<file path="src/rtl/mips_pkg.sv">
// mips_pkg
// Shared types and constants for the writeback / register-file slice.
//   REG_ADDR_W : GPR address width (5 -> 32 architectural registers)
//   DATA_W     : default datapath width
//   REG_ZERO   : address of the hardwired-zero register
//   reg_addr_t : GPR address type
//   word_t     : datapath word type
package mips_pkg;

  localparam int REG_ADDR_W = 5;
  localparam int DATA_W     = 32;

  typedef logic [REG_ADDR_W-1:0] reg_addr_t;
  typedef logic [DATA_W-1:0]     word_t;

  localparam reg_addr_t REG_ZERO = 5'd0;

endpackage

</file>
<file path="src/rtl/wb_regfile_if.sv">
// wb_regfile_if
// Bus between the MEM/WB pipeline register, the decode read ports, the
// forwarding unit and wb_regfile.
//   master : pipeline side; drives the WB bundle and read addresses,
//            receives read data, the commit export and the retire count
//   slave  : wb_regfile side
// Parameters: DATA_W (word width), CNT_W (retired-instruction counter width)
interface wb_regfile_if
  import mips_pkg::*;
#(
  parameter int DATA_W = 32,
  parameter int CNT_W  = 32
);

  logic              instr_retired_i;
  logic              reg_wr_i;
  logic              mem_to_reg_i;
  reg_addr_t         rd_i;
  logic [DATA_W-1:0] res_alu_i;
  logic [DATA_W-1:0] read_data_i;
  reg_addr_t         rs_addr_i;
  reg_addr_t         rt_addr_i;

  logic [DATA_W-1:0] rs_data_o;
  logic [DATA_W-1:0] rt_data_o;
  logic              wb_wr_en_o;
  reg_addr_t         wb_rd_o;
  logic [DATA_W-1:0] wb_data_o;
  logic [CNT_W-1:0]  retired_cnt_o;

  modport master (
    output instr_retired_i, reg_wr_i, mem_to_reg_i, rd_i,
           res_alu_i, read_data_i, rs_addr_i, rt_addr_i,
    input  rs_data_o, rt_data_o, wb_wr_en_o, wb_rd_o, wb_data_o,
           retired_cnt_o
  );

  modport slave (
    input  instr_retired_i, reg_wr_i, mem_to_reg_i, rd_i,
           res_alu_i, read_data_i, rs_addr_i, rt_addr_i,
    output rs_data_o, rt_data_o, wb_wr_en_o, wb_rd_o, wb_data_o,
           retired_cnt_o
  );

endinterface

</file>
<file path="src/rtl/wb_regfile_regfile_2r1w.sv">
// regfile_2r1w
// Raw storage array: NUM_REGS x DATA_W flops, one synchronous write port,
// two combinational read ports. No zero-register masking or bypass here;
// the wrapper owns those so this array stays a plain storage block.
// Ports:
//   clk, reset_n       : clock, async active-low clear of every entry
//   we_i, wa_i, wd_i   : write enable / address / data
//   ra_a_i, rd_a_o     : read port A address / data
//   ra_b_i, rd_b_o     : read port B address / data
module regfile_2r1w
  import mips_pkg::*;
#(
  parameter int DATA_W   = 32,
  parameter int NUM_REGS = 32
) (
  input  logic              clk,
  input  logic              reset_n,
  input  logic              we_i,
  input  reg_addr_t         wa_i,
  input  logic [DATA_W-1:0] wd_i,
  input  reg_addr_t         ra_a_i,
  output logic [DATA_W-1:0] rd_a_o,
  input  reg_addr_t         ra_b_i,
  output logic [DATA_W-1:0] rd_b_o
);

  logic [DATA_W-1:0] regs [NUM_REGS];

  always_ff @(posedge clk or negedge reset_n) begin
    if (!reset_n) begin
      for (int i = 0; i < NUM_REGS; i++) begin
        regs[i] <= '0;
      end
    end else if (we_i) begin
      regs[wa_i] <= wd_i;
    end
  end

  assign rd_a_o = regs[ra_a_i];
  assign rd_b_o = regs[ra_b_i];

endmodule

</file>
<file path="src/rtl/wb_regfile.sv">
// wb_regfile
// Writeback stage consumer: selects ALU result vs. load data, commits it to
// the 32x32 GPR file, serves the decode read ports (rs, rt) with same-cycle
// write bypass, and exports the committed write to the forwarding unit.
// Ports:
//   clk     : system clock
//   reset_n : asynchronous active-low reset
//   bus     : wb_regfile_if.slave (WB bundle in, read ports, commit export,
//             retired-instruction count)
// Optional feature macro: WB_RETIRE_CNT_EN
//   defined     -> CNT_W-bit wrapping count of retired instructions
//   not defined -> no counter flops, retired_cnt_o tied to 0
module wb_regfile #(
  parameter int DATA_W   = 32,
  parameter int NUM_REGS = 32,
  parameter int CNT_W    = 32
) (
  input  logic         clk,
  input  logic         reset_n,
  wb_regfile_if.slave  bus
);

  import mips_pkg::*;

  logic [DATA_W-1:0] wb_data;
  logic              wb_wr_en;
  logic [DATA_W-1:0] raw_rs;
  logic [DATA_W-1:0] raw_rt;

  assign wb_data  = bus.mem_to_reg_i ? bus.read_data_i : bus.res_alu_i;
  // Bubbles and rd=0 never commit, so downstream forwarding never sees them.
  assign wb_wr_en = bus.instr_retired_i & bus.reg_wr_i & (bus.rd_i != REG_ZERO);

  assign bus.wb_wr_en_o = wb_wr_en;
  assign bus.wb_rd_o    = bus.rd_i;
  assign bus.wb_data_o  = wb_data;

  regfile_2r1w #(
    .DATA_W   (DATA_W),
    .NUM_REGS (NUM_REGS)
  ) u_array (
    .clk     (clk),
    .reset_n (reset_n),
    .we_i    (wb_wr_en),
    .wa_i    (bus.rd_i),
    .wd_i    (wb_data),
    .ra_a_i  (bus.rs_addr_i),
    .rd_a_o  (raw_rs),
    .ra_b_i  (bus.rt_addr_i),
    .rd_b_o  (raw_rt)
  );

  // Zero check comes first so r0 stays 0 even if something tries to bypass it.
  always_comb begin
    bus.rs_data_o = raw_rs;
    if (bus.rs_addr_i == REG_ZERO) begin
      bus.rs_data_o = '0;
    end else if (wb_wr_en && (bus.rs_addr_i == bus.rd_i)) begin
      bus.rs_data_o = wb_data;
    end
  end

  always_comb begin
    bus.rt_data_o = raw_rt;
    if (bus.rt_addr_i == REG_ZERO) begin
      bus.rt_data_o = '0;
    end else if (wb_wr_en && (bus.rt_addr_i == bus.rd_i)) begin
      bus.rt_data_o = wb_data;
    end
  end

`ifdef WB_RETIRE_CNT_EN
  logic [CNT_W-1:0] retired_cnt_q;

  // Counts every retired slot, whether or not it writes a GPR.
  always_ff @(posedge clk or negedge reset_n) begin
    if (!reset_n) begin
      retired_cnt_q <= '0;
    end else if (bus.instr_retired_i) begin
      retired_cnt_q <= retired_cnt_q + 1'b1;
    end
  end

  assign bus.retired_cnt_o = retired_cnt_q;
`else
  assign bus.retired_cnt_o = {CNT_W{1'b0}};
`endif

endmodule

</file>
<file path="src/flat_wrapper.sv">
// flat-port wrapper written by rule: the top's interface ports become plain ports
module wb_regfile_flat import mips_pkg::*;
#(
  parameter int DATA_W   = 32,
  parameter int NUM_REGS = 32,
  parameter int CNT_W    = 32
)
  (clk, reset_n, bus_instr_retired_i, bus_reg_wr_i, bus_mem_to_reg_i, bus_rd_i, bus_res_alu_i, bus_read_data_i, bus_rs_addr_i, bus_rt_addr_i, bus_rs_data_o, bus_rt_data_o, bus_wb_wr_en_o, bus_wb_rd_o, bus_wb_data_o, bus_retired_cnt_o);
  wb_regfile_if #(.DATA_W(DATA_W), .CNT_W(CNT_W)) bus_i ();
  input  logic clk;
  input  logic reset_n;
  input wire logic [$bits(bus_i.instr_retired_i)-1:0] bus_instr_retired_i;
  input wire logic [$bits(bus_i.reg_wr_i)-1:0] bus_reg_wr_i;
  input wire logic [$bits(bus_i.mem_to_reg_i)-1:0] bus_mem_to_reg_i;
  input wire logic [$bits(bus_i.rd_i)-1:0] bus_rd_i;
  input wire logic [$bits(bus_i.res_alu_i)-1:0] bus_res_alu_i;
  input wire logic [$bits(bus_i.read_data_i)-1:0] bus_read_data_i;
  input wire logic [$bits(bus_i.rs_addr_i)-1:0] bus_rs_addr_i;
  input wire logic [$bits(bus_i.rt_addr_i)-1:0] bus_rt_addr_i;
  output wire logic [$bits(bus_i.rs_data_o)-1:0] bus_rs_data_o;
  output wire logic [$bits(bus_i.rt_data_o)-1:0] bus_rt_data_o;
  output wire logic [$bits(bus_i.wb_wr_en_o)-1:0] bus_wb_wr_en_o;
  output wire logic [$bits(bus_i.wb_rd_o)-1:0] bus_wb_rd_o;
  output wire logic [$bits(bus_i.wb_data_o)-1:0] bus_wb_data_o;
  output wire logic [$bits(bus_i.retired_cnt_o)-1:0] bus_retired_cnt_o;
  assign bus_i.instr_retired_i = bus_instr_retired_i;
  assign bus_i.reg_wr_i = bus_reg_wr_i;
  assign bus_i.mem_to_reg_i = bus_mem_to_reg_i;
  assign bus_i.rd_i = bus_rd_i;
  assign bus_i.res_alu_i = bus_res_alu_i;
  assign bus_i.read_data_i = bus_read_data_i;
  assign bus_i.rs_addr_i = bus_rs_addr_i;
  assign bus_i.rt_addr_i = bus_rt_addr_i;
  assign bus_rs_data_o = bus_i.rs_data_o;
  assign bus_rt_data_o = bus_i.rt_data_o;
  assign bus_wb_wr_en_o = bus_i.wb_wr_en_o;
  assign bus_wb_rd_o = bus_i.wb_rd_o;
  assign bus_wb_data_o = bus_i.wb_data_o;
  assign bus_retired_cnt_o = bus_i.retired_cnt_o;
  wb_regfile #(.DATA_W(DATA_W), .NUM_REGS(NUM_REGS), .CNT_W(CNT_W)) u_core (.clk(clk), .reset_n(reset_n), .bus(bus_i));
endmodule
</file>
<file path="config.mk">
export PLATFORM = sky130hd
export DESIGN_NAME = wb_regfile_flat
export DESIGN_NICKNAME = d
export VERILOG_FILES = /design/src/rtl/mips_pkg.sv /design/src/rtl/wb_regfile_if.sv /design/src/rtl/wb_regfile_regfile_2r1w.sv /design/src/rtl/wb_regfile.sv /design/src/flat_wrapper.sv
export SDC_FILE = /design/constraint.sdc
export NUM_CORES = 2
export LEC_CHECK = 0
export BUFFER_PORTS_ARGS = -buffer_cell sky130_fd_sc_hd__buf_2
export CAP_MARGIN = 20
export CORE_MARGIN = 4
export CORE_UTILIZATION = 30
export DETAILED_ROUTE_END_ITERATION = 10
export MAX_ROUTING_LAYER = met4
export SLEW_MARGIN = 20
export SYNTH_ARGS = -nofsm -noshare
export SYNTH_HDL_FRONTEND = slang
export SYNTH_SLANG_ARGS = --single-unit
</file>
<file path="constraint.sdc">
create_clock -name clk -period 4.2 [get_ports clk]
set_input_delay 0 -clock clk [delete_from_list [all_inputs] [get_ports clk]]
set_output_delay 0 -clock clk [all_outputs]
set_load 0.05 [all_outputs]
</file>
Word-level counts from Yosys, hierarchy flattened
Cells that the tools add are included.
{"block": "totals", "regBits": 1024, "latchBits": 0, "ramBits": 0, "rom_bits": 0, "inputBits": 84, "output_inout_bits": 134, "elab_cells": 63, "n_memories": 0}
{"block": "classes", "add_sub_neg": 0, "n_mul": 0, "n_div": 0, "n_lt_le_gt_ge": 4, "n_eq_ne": 2, "n_shift": 0, "muxes": 14, "bitwise": 5, "n_reduce_logical": 6}
{"cell": "1024-bit bitwise mux", "count": 1}
{"cell": "32-bit binary-select mux with 5-bit select", "count": 2}
{"cell": "32-bit two-way mux", "count": 10}
{"cell": "32-bit demux with 5-bit select", "count": 1}
{"cell": "6-bit greater-or-equal comparator (second input constant)", "count": 3}
{"cell": "5-bit NOT with 6-bit output", "count": 3}
{"cell": "5-bit equality test", "count": 2}
{"cell": "5-bit zero test", "count": 2}
{"cell": "6-bit by 1-bit < comparator with 1-bit output (second input constant)", "count": 1}
{"cell": "5-bit nonzero test", "count": 1}
{"cell": "1-bit logical AND", "count": 3}
{"cell": "1-bit AND", "count": 2}

Depth between registers and ports, before layout
{"block": "depth", "ltp_word": 6, "depth_mapped": 10, "mapped_depth_nobuf": 5}

Cells and area by module
Synthesis repeated with hierarchy kept, for this count alone.
{"block": "unflattened", "hier_cells": 4896, "hier_area_um2": 58616.2}
{"module": "regfile_2r1w", "instances": 1, "cells_per_inst": 4605, "area_each_um2": 56238.9, "seq_area_each_um2": 25624.6}
{"module": "wb_regfile", "instances": 1, "cells_per_inst": 291, "area_each_um2": 2377.3, "seq_area_each_um2": 0.0}

Worst setup path before layout
Ideal clock, no wire load.
{"block": "synth_timing", "kind": "input -> output", "startpoint": "in bus_rd_i[2]", "endpoint": "out bus_rt_data_o[27]", "arrival_time_ns": 2.440, "required_ns": 4.200, "path_slack_ns": 1.760, "cell_stages": 8, "path_buffers": 3, "path_cell_list": "buf_2 > xor2_1 > nor4_2 > and2_1 > clkbuf_1 > buf_2 > nor3_1 > a211oi_1"}
{"block": "synth_between", "elab_chain_cells": 5, "word_cells_on_any_way": 6, "cone_classes": "1 x eq/ne; 2 x mux; 1 x bitwise; 2 x reduce/logical"}
{"item": "from (decl)", "line_no": "flat_wrapper.sv:15", "source": "input wire logic [$bits(bus_i.rd_i)-1:0] bus_rd_i;"}
{"item": "5-bit nonzero test", "line_no": "wb_regfile.sv:32", "source": "assign wb_wr_en = bus.instr_retired_i & bus.reg_wr_i & (bus.rd_i != REG_ZERO);"}
{"item": "1-bit AND", "line_no": "wb_regfile.sv:32"}
{"item": "1-bit logical AND (*)", "line_no": "wb_regfile.sv:67", "source": "end else if (wb_wr_en && (bus.rt_addr_i == bus.rd_i)) begin"}
{"item": "32-bit two-way mux (*)", "line_no": "wb_regfile.sv:67"}
{"item": "32-bit two-way mux (*)", "line_no": "wb_regfile.sv:65", "source": "if (bus.rt_addr_i == REG_ZERO) begin"}
{"item": "to (decl)", "line_no": "flat_wrapper.sv:21", "source": "output wire logic [$bits(bus_i.rt_data_o)-1:0] bus_rt_data_o;"}
Every way passes the cells marked *; elsewhere a longest branch is shown, timed or not.

Final worst setup path
{"block": "layout_timing", "startpoint": "in bus_rd_i[2]", "endpoint": "out bus_rt_data_o[23]"}
Same word-level chain as after synthesis.

==> reports/results.tsv <==
metric	value	unit
Setup Viol. Count Final	0	
P_sw	9.040	mW
Metal-1 WL	77.77	mm
post-CTS sizing	0	
Placer Congestion	0.8645	
biggest regs	u_core.u_array.regs (1024)	
largest net degree at the start of global routing	121	
top_reg_cell synth	dfrtp_1	
Synth area leaders	dfrtp_1 47%, mux4_2 16%, a21oi_1 6.3%	
CP required	4.20	ns
worst-skew pair later-pin latency	0.69	ns
Synth-to-Final Area Change	14.18	%
dpl cell area	57940	µm²
sequential-to-total area share from yosys stat	0.4706	
Setup TNS Final	0	ns
Die X	434.0	µm
post-route setup slack	0.4446	ns
Async SR Flop Fraction	1.000	
worst slew pin tran	1.175	ns
number of synthesized flops with an enable pin	0	
number of flip-flops in the largest register	1024	
mean routed wirelength per cell	27.08	µm
Storage cell area	25620	µm²
1st-pass router iterations	6	
clk slew on worst S/H paths	0.06	ns
combinational share of power	0.223	
# Max-Cap Violations	0	
I/O pins	218	
Multi-input gate area	26460	µm²
fin area	62180	µm²
clk_skew	0	ns
vias in the first global route	42530	
full die area	188400	µm²
GRT Total Usage	0.2195	
crit share post-route	0.8941	
Syn. warnings	0	
Yosys reg bits	1024	
Top reg by flops	u_core.u_array.regs	
CTS tree	built	
Static Leak	26.60	nW
first-pass GRT wire length	297.2	mm
initial antenna violation count	4	
postcts setup bufs	0	
fmax	0.2663	GHz
post-route ant nets	0	
met2 wire length	96.34	mm
share of power burned in registers	0.442	
filler instances	17880	
final wirelength	204.1	mm
maximum fanout along the worst path	17	
internal power	20.19	mW
Die Ht	434.0	µm
PortBufs	185	
clock sink count	1024	
Max IR drop VDD	0.2852	mV
Highest Signal Layer	met4	
Synth area leader	dfrtp_1	
Hold Fails Final Rpt	0	
switching share of total power	0.3093	
RSZ-0062 raised after global routing	false	
WP data arrival	3.76	ns
pre-CTS WS	0.8956	ns
WS Path Type	input pin to primary output	
Clock Path Buffers	3	
Avg Vias per Cell	5.727	
WL met3	14.50	mm
Post-synth top cells	1,024 x dfrtp_1, 716 x nor2_1, 687 x a21oi_1, 381 x mux4_2, 374 x nand2_1	
Post-Syn Instances	5099	
post-synth top area share	0.4706	
Remaining DRCs	0	
dpl hpwl	123.9	mm
CTS Buf Count	103	
status	complete, no violations	
starting density of the core	0.3016	
synthesized area	54450	µm²
Slew Viols, Final	0	
Relative slew margins	0.2156	
Min Hold Slack	0.004773	ns
synth unique cells	69	
share of layout cells above drive strength 1	0.2028	
Clk pwr share	0.334	
H-tree levels	3	
vias	43150	
fin crit period	3.755	ns
crit path launch type	input pin	
Syn Area/Cell	10.68	µm²
total grt overflow	0	
nets	5169	
hold_buf cts	70	
Site Rows	156	
initial drt markers	4712	
clk root buf	clkbuf_16	
HP Class	input pin to async pin	
Power Density	470.1	nW/µm²
top-count cell post-synth	dfrtp_1	
Crit. End Element	primary output	
Final Total Pwr	29.23	mW
Core ar.	180500	µm²
path summary, 6_finish.rpt:
path                                                  startpoint                               endpoint  slack, ns  cells past startpoint
min in group clk                             bus_read_data_i[22]   u_core.u_array.regs[342]$_DFFE_PN0P_       0.07                      4
max in group asynchronous                                reset_n   u_core.u_array.regs[906]$_DFFE_PN0P_       2.86                      3
min reg2reg                u_core.u_array.regs[1009]$_DFFE_PN0P_  u_core.u_array.regs[1009]$_DFFE_PN0P_       0.40                      0
max reg2reg                 u_core.u_array.regs[561]$_DFFE_PN0P_   u_core.u_array.regs[561]$_DFFE_PN0P_       2.98                      3
max                                                  bus_rd_i[2]                      bus_rt_data_o[23]       0.44                     10
min                                                      reset_n   u_core.u_array.regs[825]$_DFFE_PN0P_      0.005                      2
through the flow:
stage            util  cells
3_3_place_gp   0.3209   7278
2_1_floorplan       -   5130
5_1_grt        0.3444   7535
4_1_cts        0.3443   7531
6_report       0.3444   7535
3_5_place_dp   0.3209   7279
cell type report:
cell class,instances,area share
timing repair buffer,436,0.05572
clock buffer,148,0.04842
multi-input combinational,3481,0.4255
tap,2370,0.04769
inverter,39,0.002354
antenna,3,0.0001207
clock inverter,34,0.008029
sequential,1024,0.4121
power groups by stage:
stage | Combinational, mW | Clock (mW) | Sequential, mW
finish | 6.53 | 9.77 | 12.9
global route | 7.08 | 10.3 | 13.1
CTS | 6.51 | 9.90 | 12.9
detailed placement | 6.42 | 0 | 13.0
global placement | 6.29 | 0 | 12.9
floorplan | 4.79 | 0 | 12.6
per-layer routing:
layer	GRT usage	up-vias
met5	-	-
met4	0.1420	0
met3	0.03236	670
met2	0.3460	2070
met1	0.2640	21960
li1	-	18450
cell usage in the layout (no fill, tap or decap), types with 7 or more instances in the layout:
master / count
bufinv_16: 12
buf_4: 150
a221oi_1: 72
buf_2: 181
o21ai_1: 73
clkinv_2: 16
o21ai_0: 295
mux2i_2: 12
clkbuf_16: 106
nand2b_1: 16
conb_1: 32
mux2i_4: 20
nand4_1: 32
nand3_4: 7
o22ai_1: 71
nor4_1: 23
buf_12: 34
inv_1: 34
mux4_2: 381
clkbuf_1: 22
clkbuf_8: 21
mux2i_1: 214
nor3_1: 53
nand3_1: 71
a22oi_1: 10
a221oi_2: 14
a211oi_1: 18
nor3_4: 8
a21oi_1: 685
mux2_1: 56
nor2_1: 707
o21bai_1: 29
nor2_4: 15
dlygate4sd3_1: 65
nand2_1: 372
mux2_2: 30
dfrtp_1: 1024
a221o_1: 18
a22o_1: 59
worst max-delay path, cell delays in order:
cell	delay, ns
dlygate4sd3_1	0.53
buf_2	0.21
xor2_1	0.18
nor4_2	0.61
and2_2	0.50
buf_4	0.40
nor3_1	0.12
a211oi_1	0.71
buf_4	0.22
buf_2	0.26
cells by family after synthesis:
kind of cell | share of synthesized area
AO/OA/AOI/OAI | 0.1468
AND/OR/NAND/NOR | 0.1037
flip-flops | 0.4706
multiplexers | 0.2206
buffers and inverters | 0.05666
XOR/XNOR | 0.001608
other | 0.00006887
Power figures use the tool's default switching activity.
